==> src/rtl/dmem_arb_pkg.sv <==
// Shared definitions for the data-memory arbiter: FSM encoding and default widths.
package dmem_arb_pkg;

  localparam int NB_DATA_DEF = 32;
  localparam int NB_ADDR_DEF = 8;

  typedef enum logic [2:0] {
    IDLE  = 3'd0,
    DRAIN = 3'd1,
    FETCH = 3'd2,
    SEND  = 3'd3,
    DONE  = 3'd4
  } state_t;

endpackage

==> src/rtl/dmem_arbiter.sv <==
// Data RAM port arbiter: the pipeline owns the RAM port by default; a debug
// dump stalls the pipeline and streams RAM words out over valid/ready.
// Optional macro DMEM_ARB_RANGE_EN adds i_dbg_base/i_dbg_count so a dump can
// cover a wrapping sub-range instead of the whole address space.
//
// state | meaning
// IDLE  | pipeline drives the RAM port
// DRAIN | pipeline frozen, dump pointer initialised
// FETCH | RAM read at the pointer, word captured into the output register
// SEND  | word held on o_dbg_* until the consumer accepts it
// DONE  | one-cycle completion pulse, stall still asserted
module dmem_arbiter
  import dmem_arb_pkg::*;
#(
  parameter int NB_DATA = NB_DATA_DEF,
  parameter int NB_ADDR = NB_ADDR_DEF
) (
  input  logic               clk,
  input  logic               i_rst_n,
  input  logic               i_pipe_we,
  input  logic [NB_ADDR-1:0] i_pipe_addr,
  input  logic [NB_DATA-1:0] i_pipe_wdata,
  output logic [NB_DATA-1:0] o_pipe_rdata,
  output logic               o_stall,
  input  logic               i_dbg_start,
  output logic [NB_DATA-1:0] o_dbg_data,
  output logic [NB_ADDR-1:0] o_dbg_addr,
  output logic               o_dbg_valid,
  input  logic               i_dbg_ready,
  output logic               o_dbg_done,
`ifdef DMEM_ARB_RANGE_EN
  input  logic [NB_ADDR-1:0] i_dbg_base,
  input  logic [NB_ADDR:0]   i_dbg_count,
`endif
  output logic               o_mem_we,
  output logic [NB_ADDR-1:0] o_mem_addr,
  output logic [NB_DATA-1:0] o_mem_wdata,
  input  logic [NB_DATA-1:0] i_mem_rdata
);

  localparam logic [NB_ADDR-1:0] PTR_ONE = {{(NB_ADDR-1){1'b0}}, 1'b1};

  state_t             state_q, state_d;
  logic [NB_ADDR-1:0] ptr_q;
  logic               at_last;
  logic               empty;
  logic               handshake;

  assign handshake = (state_q == SEND) && i_dbg_ready;

`ifdef DMEM_ARB_RANGE_EN
  localparam logic [NB_ADDR:0] REM_ONE = {{NB_ADDR{1'b0}}, 1'b1};

  logic [NB_ADDR-1:0] base_q;
  logic [NB_ADDR:0]   count_q;
  logic [NB_ADDR:0]   rem_q;

  assign at_last = (rem_q == REM_ONE);
  assign empty   = (count_q == '0);

  // Capture the requested range with the start pulse; later changes are ignored.
  always_ff @(posedge clk or negedge i_rst_n) begin
    if (!i_rst_n) begin
      base_q  <= '0;
      count_q <= '0;
    end else if ((state_q == IDLE) && i_dbg_start) begin
      base_q  <= i_dbg_base;
      count_q <= i_dbg_count;
    end
  end

  // Words remaining in the current dump, including the one being sent.
  always_ff @(posedge clk or negedge i_rst_n) begin
    if (!i_rst_n) begin
      rem_q <= '0;
    end else if (state_q == DRAIN) begin
      rem_q <= count_q;
    end else if (handshake && !at_last) begin
      rem_q <= rem_q - REM_ONE;
    end
  end
`else
  assign at_last = (ptr_q == {NB_ADDR{1'b1}});
  assign empty   = 1'b0;
`endif

  // State register.
  always_ff @(posedge clk or negedge i_rst_n) begin
    if (!i_rst_n) begin
      state_q <= IDLE;
    end else begin
      state_q <= state_d;
    end
  end

  // Next-state logic.
  always_comb begin
    state_d = state_q;
    case (state_q)
      IDLE:    if (i_dbg_start) state_d = DRAIN;
      DRAIN:   state_d = empty ? DONE : FETCH;
      FETCH:   state_d = SEND;
      SEND:    if (i_dbg_ready) state_d = at_last ? DONE : FETCH;
      DONE:    state_d = IDLE;
      default: state_d = IDLE;
    endcase
  end

  // Dump address pointer; wraps naturally in range mode, stops at last otherwise.
  always_ff @(posedge clk or negedge i_rst_n) begin
    if (!i_rst_n) begin
      ptr_q <= '0;
    end else if (state_q == DRAIN) begin
`ifdef DMEM_ARB_RANGE_EN
      ptr_q <= base_q;
`else
      ptr_q <= '0;
`endif
    end else if (handshake && !at_last) begin
      ptr_q <= ptr_q + PTR_ONE;
    end
  end

  // Registered debug word: loaded in FETCH, held through SEND until accepted.
  always_ff @(posedge clk or negedge i_rst_n) begin
    if (!i_rst_n) begin
      o_dbg_data  <= '0;
      o_dbg_addr  <= '0;
      o_dbg_valid <= 1'b0;
    end else if (state_q == FETCH) begin
      o_dbg_data  <= i_mem_rdata;
      o_dbg_addr  <= ptr_q;
      o_dbg_valid <= 1'b1;
    end else if (handshake) begin
      o_dbg_valid <= 1'b0;
    end
  end

  // RAM port mux: pipeline in IDLE, dump pointer (read-only) otherwise.
  always_comb begin
    o_mem_we    = 1'b0;
    o_mem_addr  = ptr_q;
    o_mem_wdata = '0;
    if (state_q == IDLE) begin
      o_mem_we    = i_pipe_we;
      o_mem_addr  = i_pipe_addr;
      o_mem_wdata = i_pipe_wdata;
    end
  end

  assign o_stall      = (state_q != IDLE);
  assign o_dbg_done   = (state_q == DONE);
  assign o_pipe_rdata = i_mem_rdata;

endmodule

==> config.mk <==
export PLATFORM = sky130hd
export DESIGN_NAME = dmem_arbiter
export DESIGN_NICKNAME = d
export VERILOG_FILES = /design/src/rtl/dmem_arb_pkg.sv /design/src/rtl/dmem_arbiter.sv
export SDC_FILE = /design/constraint.sdc
export NUM_CORES = 1
export LEC_CHECK = 0
export BUFFER_PORTS_ARGS = -buffer_cell sky130_fd_sc_hd__buf_2
export CAP_MARGIN = 20
export CORE_UTILIZATION = 41
export CTS_CLUSTER_SIZE = 24
export DETAILED_ROUTE_END_ITERATION = 8
export HOLD_SLACK_MARGIN = 0.08
export PLACE_DENSITY = 0.9
export SYNTH_ARGS = -nofsm -noshare
export SYNTH_HDL_FRONTEND = slang
export SYNTH_SLANG_ARGS = --single-unit
==> constraint.sdc <==
create_clock -name clk -period 2.1 [get_ports clk]
set_input_delay 0.42 -clock clk [delete_from_list [all_inputs] [get_ports clk]]
set_output_delay 0.42 -clock clk [all_outputs]
set_load 0.01 [all_outputs]
==> key figures, run 1 <==
Run status
  – Status: finished, final reports clean

Logic synthesis
  – Compound-Gate Fraction of Synth Area: 1.80%
  – Seq/Total Area, Yosys: 49.2%
  – Mapped Cells: roughly 230
  – Post-Syn Area: 2640 um^2
  – Synth area leaders: dfrtp_1, mux2_2, buf_4, and2_1, mux2i_1
  – Syn nets: roughly 300
  – Cell variety after synth: 27
  – Post-synthesis mux area share: around 22%
  – Synthesized-area fraction occupied by xor and xnor cells: less than 1%
  – Post-synth top area share: about half
  – Avg Cell Area, Syn: about 12 um^2
  – Largest family of logic cells by synthesized area: multiplexers
  – Cell taking the most area after synthesis: dfrtp_1
  – Synthesis Warnings: 0
  – Adder-Cell Fraction of Synth Area: 0.473%
  – Synth Area in Simple Gates: between 10% and 20%
  – Flops & latches, synth: 52

Timing
  – Clk_skew: 2.55 ps
  – Max-slew violation count: 0
  – Final worst path period share: a little under 100%
  – Final worst setup slack: between 20 and 25 ps
  – Setup violators final: 0
  – Worst slew pin tran: slightly above 600 ps
  – Final hold vios: 0
  – Relative slew slack: between 50% and 60%
  – RSZ-0062 raised after global routing: true
  – F_max: between 0.4 and 0.5 GHz
  – Crit path time final: a little over 2000 ps

Route
  – WL final: between 7 and 8 mm
  – DRC viols: 0
  – Vias: roughly 2,200
  – Post-route ant nets: 0
  – Drt first pass iters: 4
  – Initial detailed-routing violation count: 55
  – DR WL/cell: 15.4 um
  – Vias per inst: approximately 4.8

Global routing
  – Congestion Overflow GR: 0
  – Initial antenna violation count: 0
  – Vias in the first global route: ~2,100
  – First-pass GRT wire length: 9.56 mm
  – Total track usage: roughly a fifth
  – Largest net degree at the start of global routing: 28

Clock tree
  – Clk Latency, worst-skew pair: 290 ps
  – CTS Buf Count: 5
  – CTS root buf: clkbuf_8
  – CTS tree: yes
  – Clock Tree Buf Depth: 2
  – Clock Sink Count: 52
  – Clock slew at reported path FFs: approximately 90 ps
  – H-tree levels: 2

Final layout
  – Final instance area: between 3000 and 4000 um^2
  – Synth-to-Final Area Change: 43.7%
  – Share of cells above drive strength 1: approximately two thirds
  – Ant. Diodes: 0
  – Fin nets: 472

Power
  – Leak pwr: 2.03 nW
  – Sequential share of power: 43.6%
  – Clk network pwr share: between 10% and 20%
  – Gate power share: between 40% and 50%
  – VDD IR max: ~0.64 mV
  – Switch Pwr: roughly 1.3 mW
  – Power per cell area: around 1000 nW/um^2
  – Internal power: between 2 and 3 mW
  – Switching share of power: approximately 34%

Min path
  – Hold Path Class: in2async

Run
  – Maximum Capacitance Violations: 0

Floorplan
  – Row count: 28
  – Die H: approximately 80 um
  – Die area: 6770 um^2
  – Core Area: approximately 6100 um^2
  – Die Span X: 82.3 um
  – # IOs: around 190
  – Starting Density: roughly 44%

Setup path
  – CP required: between 1500 and 2000 ps
  – Worst Path Arrival: 1660 ps
  – Maximum fanout count along the critical path: 7
  – Crit start category: flop
  – WS Path Type: reg2out
  – Register-to-Register Path Depth: 5
  – Crit. End Element: output port

Place
  – RePlAce Congestion: approximately 0.8
  – Post-DP Area: approximately 3500 um^2
  – Post-DP HPWL: approximately 5 mm
  – Port bufs: approximately 190
  – Dpl ws: 227 ps
-- power by group through the flow --
| stage | registers (mW) | clock network [mW] | logic [mW] |
|---|---|---|---|
| 6_report | 1.68 | 0.564 | 1.62 |
| 3_5_place_dp | 1.69 | 0 | 1.46 |
| 5_1_grt | 1.74 | 0.639 | 1.77 |
| 2_1_floorplan | 1.79 | 0 | 0.728 |
| 4_1_cts | 1.67 | 0.592 | 1.47 |
| 3_3_place_gp | 1.66 | 0 | 1.42 |
-- state kept, by name, indices dropped and copies added, names as in the netlist --
signal	cells
o_dbg_data	32
state_q	3
ptr_q	8
o_dbg_valid	1
o_dbg_addr	8
-- critical path, cell delays in order (launching register included) --
cell and delay (ps):
dfrtp_2 480, nor3_4 180, buf_6 150, buf_12 130
mux2_4 310, buf_6 120
-- per-layer routing --
metal	vias up	GRT usage (%)	part of all wire, %	wire (um)
met5	-	0	0	0
met4	0	5.26	1.2	86
met3	8	6.04	8.0	578
met2	115	35.5	54	3900
met1	1061	20.0	37	2660
li1	1050	-	-	-
-- cells by family after synthesis --
logic type      after synthesis
compound gates                7
xor+xnor                      2
fa+ha+maj                     1
buf+inv                      44
flops                        52
mux                          53
simple gates                 66
-- cell usage in the layout, fill, tap and decap left out, types with 2 or more instances in the layout --
cell type | netlist | layout
buf_6 | 0 | 11
clkbuf_16 | 0 | 2
nor2_1 | 8 | 8
and2_4 | 0 | 5
dfrtp_2 | 0 | 2
and2_1 | 35 | 30
dfrtp_1 | 52 | 50
a21oi_1 | 2 | 2
mux2i_1 | 5 | 5
nand2_1 | 11 | 11
buf_4 | 32 | 5
buf_2 | 7 | 183
clkbuf_8 | 0 | 6
clkbuf_1 | 3 | 2
inv_1 | 2 | 2
nand3_1 | 2 | 2
mux2_4 | 0 | 8
a21o_1 | 2 | 2
mux2_2 | 48 | 40
a211oi_1 | 2 | 2
buf_12 | 0 | 2
-- synth_stat cells (all sizes together) --
master	instances
a211oi	2
xnor2	1
clkbuf	3
buf	39
mux2i	5
and3	1
nand4	1
and4	1
nor3	2
and2	35
a21oi	2
or4	1
nand4b	1
nand3	2
nor2b	1
mux2	48
nand2b	1
xor2	1
nand2	11
ha	1
o31ai	1
nor3b	1
inv	2
nor2	8
a21o	2
dfrtp	52
-- through the flow --
step | hold WS (ps) | util (%) | setup TNS [ps] | cells | total power, mW
floorplan | 124 | - | 0 | 225 | 2.52
global placement | 457 | 57.5 | 0 | 455 | 3.08
detailed placement | 466 | 57.5 | 0 | 455 | 3.15
CTS | 148 | 59.8 | 0 | 465 | 3.74
global route | 161 | 62.7 | -486 | 470 | 4.15
finish | 135 | 62.7 | 0 | 470 | 3.86
-- timing repair --
action,in CTS,in global routing
setup buffers,1,3
gates resized for setup,3,25
pin swaps,1,1
gates cloned,1,2
hold buffers,0,0
setup endpoints to repair,8,8
-- final timing paths --
| kind | from | end | slack [ps] |
|---|---|---|---|
| min reg2reg | o_dbg_valid | o_dbg_valid | 490 |
| min in group clk | i_mem_rdata[6] | o_dbg_data[6] | 370 |
| min | i_rst_n | o_dbg_data[30] | 140 |
| max in group asynchronous | i_rst_n | o_dbg_data[14] | 1410 |
| max | state_q[2] | o_mem_addr[7] | 20 |
| max reg2reg | ptr_q[0] | ptr_q[7] | 270 |
-- layout make-up --
type | instances | area [um^2]
inverters | 2 | 7.51
fillers | 466 | 2260
multi-input cells | 129 | 1110
repair buffers | 204 | 1190
well taps | 75 | 93.8
clock buffers | 8 | 90.1
flip-flops and latches | 52 | 1300
Note: power is estimated with default switching activity, not from simulation.
==> run 2: changes to the inputs <==
Settings changed: HOLD_SLACK_MARGIN 0.08 to 0.05, REMOVE_ABC_BUFFERS from default to 1.
==> key figures, run 2 (synthesis gave the netlist of run 1 again) <==
Clock tree
  – Clk Latency, worst-skew pair: about 290 ps
  – Clock Sink Count: 52
  – CTS root buf: clkbuf_8
  – Clock Tree Buf Depth: 2
  – Clock slew at reported path FFs: ~90 ps
  – H-tree levels: 2
  – CTS tree: yes
  – CTS Buf Count: 5
  – Cts hold-fix bufs: 0

Route
  – Vias: approximately 2,300
  – WL final: between 7 and 8 mm
  – Post-route ant nets: 0
  – Drt first pass iters: 5
  – Vias per inst: 4.88
  – DRC viols: 0
  – Initial detailed-routing violation count: 65
  – DR WL/cell: 15.3 um

Final layout
  – Share of cells above drive strength 1: around 67%
  – Most common cell after layout, fill and taps aside: buf_2
  – Commonest non-fill, non-tap cells in the layout: buf_2, dfrtp_1, mux2_2, and2_1, nand2_1
  – Largest reg by FF count: o_dbg_data
  – Ant. Diodes: 0
  – Max reg flops: 32
  – Synth-to-Final Area Change: 42.0%
  – Final instance area: approximately 3800 um^2
  – Fin nets: about 470
  – Biggest regs: o_dbg_data x32, o_dbg_addr x8, ptr_q x8

Timing
  – Crit path time final: about 2100 ps
  – F_max: ~0.48 GHz
  – Worst slew pin tran: between 500 and 600 ps
  – Setup tns final: 0 ps
  – Final worst path period share: between 90% and 100%
  – Final worst setup slack: around 25 ps
  – Final hold vios: 0
  – Max-slew violation count: 0
  – Relative slew slack: 62.5%
  – Clk_skew: approximately 4.2 ps
  – Setup violators final: 0
  – RSZ-0062 raised after global routing: true
  – Worst hold slack: 102 ps

Setup path
  – Maximum fanout count along the critical path: 6
  – WS Path Type: reg2out
  – Worst Path Arrival: 1660 ps
  – Crit start category: flop
  – Crit. End Element: output port
  – CP required: between 1500 and 2000 ps
  – Worst path slowest cell: dfrtp_2
  – Max incr delay on CP: 440 ps
  – Cells along the critical path: nor3_4 -> buf_4 -> buf_12 -> mux2_2 -> buf_2

Place
  – Port bufs: 192
  – RePlAce Congestion: a little under 0.8
  – Dpl ws: 224 ps
  – Post-DP HPWL: roughly 5.5 mm
  – Post-DP Area: 3480 um^2

Run
  – Maximum Capacitance Violations: 0

Floorplan
  – Die area: roughly 6800 um^2
  – Row count: 28
  – Core Area: 6060 um^2
  – # IOs: between 150 and 200
  – Die Span X: a little over 80 um
  – Starting Density: a little over two fifths
  – Die H: roughly 82 um

Global routing
  – Vias in the first global route: around 2,000
  – Initial antenna violation count: 0
  – Largest net degree at the start of global routing: 30
  – Congestion Overflow GR: 0
  – First-pass GRT wire length: 9.81 mm
  – Total track usage: between 10% and 20%

Min path
  – Hold Path Class: in2async

Power
  – VDD IR max: 0.497 mV
  – Leak pwr: 2.01 nW
  – Power per cell area: about 1000 nW/um^2

Run status
  – Status: finished, final reports clean
run 2: cell types whose count changed in the layout (fill, tap and decap cells not counted), moves of 2 or more:
| cell | before | now |
|---|---|---|
| and2_1 | 30 | 35 |
| buf_4 | 5 | 9 |
| mux2_4 | 8 | 2 |
| buf_6 | 11 | 2 |
| bufbuf_16 | 0 | 2 |
| buf_2 | 183 | 189 |
| and2_4 | 5 | 0 |
| mux2_2 | 40 | 46 |
run 2: routing by layer:
metal | routed length [um] | track usage [%]
met1 | 2450 | 19.6
met3 | 595 | 4.07
met5 | 0 | 0
met4 | 59 | 5.44
met2 | 4110 | 41.0
run 2: stage by stage:
stage | utilization (%) | total power [mW] | instances
detailed placement | 57.5 | 3.16 | 455
global placement | 57.5 | 3.10 | 455
CTS | 60.7 | 3.85 | 467
floorplan | - | 2.44 | 183
global route | 61.9 | 4.12 | 471
finish | 61.9 | 3.84 | 471
run 2: power breakdown:
group	internal (mW)	leakage (nW)	switching, mW
logic	0.803	1.36	0.696
clock network	0.354	0.0552	0.310
registers	1.39	0.600	0.283
total	2.55	2.01	1.29
run 2: path summary, 6_finish.rpt:
path	start	end	slack [ps]	cells after the start
worst min-delay path	i_rst_n	o_dbg_data[5]	100	1
worst max register to register	state_q[2]	ptr_q[7]	270	5
max in group asynchronous	i_rst_n	o_dbg_data[20]	1450	2
worst max-delay path	state_q[2]	o_mem_addr[6]	20	5
worst min register to register	o_dbg_valid	o_dbg_valid	480	1
min in group clk	i_mem_rdata[12]	o_dbg_data[12]	360	2
run 2: layout make-up:
class	count	area, um^2
Fill cell	511	2310
Sequential cell	52	1300
Timing Repair Buffer	205	1170
Multi-Input combinational cell	129	1070
Tap cell	75	93.8
Clock buffer	6	72.6
Clock inverter	2	35.0
Inverter	2	7.51
run 2: timing repair:
item / CTS / global route
cloned: 2 / 1
setup buffers: 2 / 3
endpoints found under the setup margin: 8 / 16
endpoints found under the hold margin: 0 / 0
gates resized for setup: 3 / 5
pin swaps: 1 / 1
run 2: critical path, delay by kind of cell (launching register included):
| kind | cells | cell delay [ps] |
|---|---|---|
| flops | 1 | 440 |
| simple gates | 1 | 200 |
| mux | 1 | 320 |
| buf+inv | 3 | 390 |
==> run 3: changes to the inputs <==
Settings changed: PLACE_DENSITY 0.9 to 0.81.
==> key figures, run 3 (synthesis gave the netlist of run 1 again) <==
Run status
  – Status: finished, final reports clean

Global routing
  – Total track usage: 21.0%
  – Congestion Overflow GR: 0
  – Vias in the first global route: 2,171
  – First-pass GRT wire length: around 10 mm
  – Initial antenna violation count: 0
  – Largest net degree at the start of global routing: between 40 and 50

Floorplan
  – Die area: around 6800 um^2
  – # IOs: ~190
  – Core Area: 6060 um^2
  – Starting Density: roughly 44%
  – Die H: between 80 and 90 um
  – Row count: 28
  – Die Span X: about 82 um

Timing
  – Relative slew slack: about three fifths
  – F_max: just under 0.5 GHz
  – RSZ-0062 raised after global routing: true
  – Final worst setup slack: around 30 ps
  – Clk_skew: ~3 ps
  – Crit path time final: about 2100 ps
  – Final hold vios: 0
  – Setup violators final: 0
  – Worst slew pin tran: between 500 and 600 ps
  – Max-slew violation count: 0
  – Final worst path period share: 98.6%
  – Setup tns final: 0 ps

Place
  – Post-DP HPWL: roughly 5.5 mm
  – Port bufs: 192
  – Post-DP Area: 3500 um^2
  – RePlAce Congestion: between 0.7 and 0.8
  – Dpl ws: 224 ps

Route
  – Vias per inst: just under 5
  – WL final: between 7 and 8 mm
  – DR WL/cell: about 16 um
  – Initial detailed-routing violation count: 40
  – Post-route ant nets: 0
  – DRC viols: 0
  – Drt first pass iters: 6
  – Vias: between 2,000 and 2,500

Clock tree
  – CTS Buf Count: 5
  – Cts hold-fix bufs: 0
  – Clock slew at reported path FFs: roughly 90 ps
  – Clock Tree Buf Depth: 2
  – Clk Latency, worst-skew pair: ~300 ps
  – CTS root buf: clkbuf_8
  – Clock Sink Count: 52
  – CTS tree: yes
  – H-tree levels: 2

Power
  – Switch Pwr: about 1.3 mW
  – Sequential share of power: 43.3%
  – Switching share of power: approximately a third
  – Power per cell area: ~1000 nW/um^2
  – Power Total: roughly 3.8 mW
  – Clk network pwr share: between 10% and 20%
  – Gate power share: 42.6%
  – Leak pwr: 2.02 nW
  – VDD IR max: about 0.63 mV
  – Internal power: 2.51 mW

Final layout
  – Most common cell after layout, fill and taps aside: buf_2
  – Storage cell area: between 1000 and 1500 um^2
  – Commonest non-fill, non-tap cells in the layout: buf_2, dfrtp_1, mux2_2, and2_1, nand2_1
  – Layout fillers: roughly 490
  – Final instance area: 3770 um^2
  – Biggest regs: o_dbg_data x32, o_dbg_addr x8, ptr_q x8
  – Max reg flops: 32
  – Synth-to-Final Area Change: 42.7%
  – Share of cells above drive strength 1: around two thirds
  – Fin nets: between 400 and 500
  – Footprint of the multi-input gates: around 1100 um^2
  – Largest reg by FF count: o_dbg_data
  – Ant. Diodes: 0
  – Core Util, Final: ~62%

Min path
  – Hold Path Class: in2async

Setup path
  – Cells along the critical path: nor3_4 -> buf_6 -> buf_12 -> mux2_2 -> buf_6
  – Maximum fanout count along the critical path: 5
  – WS Path Type: reg2out
  – Crit start category: flop
  – CP required: ~1700 ps
  – Worst Path Arrival: between 1500 and 2000 ps
  – Crit. End Element: output port
  – Critical path's most frequent cell: buf_6
  – Worst path slowest cell: dfrtp_2
  – Max incr delay on CP: roughly 430 ps

Run
  – Maximum Capacitance Violations: 0
run 3: cell type report:
| cell class | instances | area share [%] |
|---|---|---|
| sequential | 52 | 34.6 |
| timing repair buffer | 205 | 32.1 |
| multi-input combinational | 129 | 28.5 |
| tap | 75 | 2.49 |
| clock buffer | 6 | 1.92 |
| inverter | 2 | 0.199 |
| clock inverter | 1 | 0.133 |
run 3: stage by stage:
stage	hold WS (ps)	instances
detailed placement	455	455
global placement	457	455
floorplan	124	183
CTS	126	468
global route	161	470
finish	110	470
run 3: path summary, 6_finish.rpt:
check,end,slack [ps],cells after the start,start
worst max-delay path,o_mem_addr[3],30,5,state_q[2]
worst min-delay path,o_dbg_data[8],110,1,i_rst_n
worst max register to register,ptr_q[7],310,5,state_q[2]
worst min register to register,o_dbg_valid,480,1,o_dbg_valid
max in group asynchronous,state_q[2],1420,2,i_rst_n
min in group clk,o_dbg_data[26],360,2,i_mem_rdata[26]
run 3: metal layers:
layer | track usage (%) | wire length [um]
met1 | 21.7 | 2640
met2 | 40.6 | 3910
met3 | 5.27 | 673
met4 | 7.02 | 123
met5 | 0 | 0
run 3: timing repair:
item / in CTS / in global routing
buffers inserted: 4 / 1
pin swaps: 1 / 1
gates cloned: 2 / 1
setup endpoints to repair: 8 / 26
resized for setup: 6 / 10
run 3: power by group through the flow:
stage          clock (mW)  combinational [mW]  sequential (mW)
5_1_grt             0.579                1.78             1.73
6_report            0.540                1.63             1.66
2_1_floorplan           0               0.645             1.79
3_3_place_gp            0                1.48             1.66
4_1_cts             0.554                1.54             1.67
3_5_place_dp            0                1.51             1.68
run 3: worst max-delay path, delay by kind of cell (launching register included):
kind | cells | cell delay [ps]
DFF | 1 | 430
muxes | 1 | 340
and+or+nand+nor | 1 | 180
buffers and inverters | 3 | 390
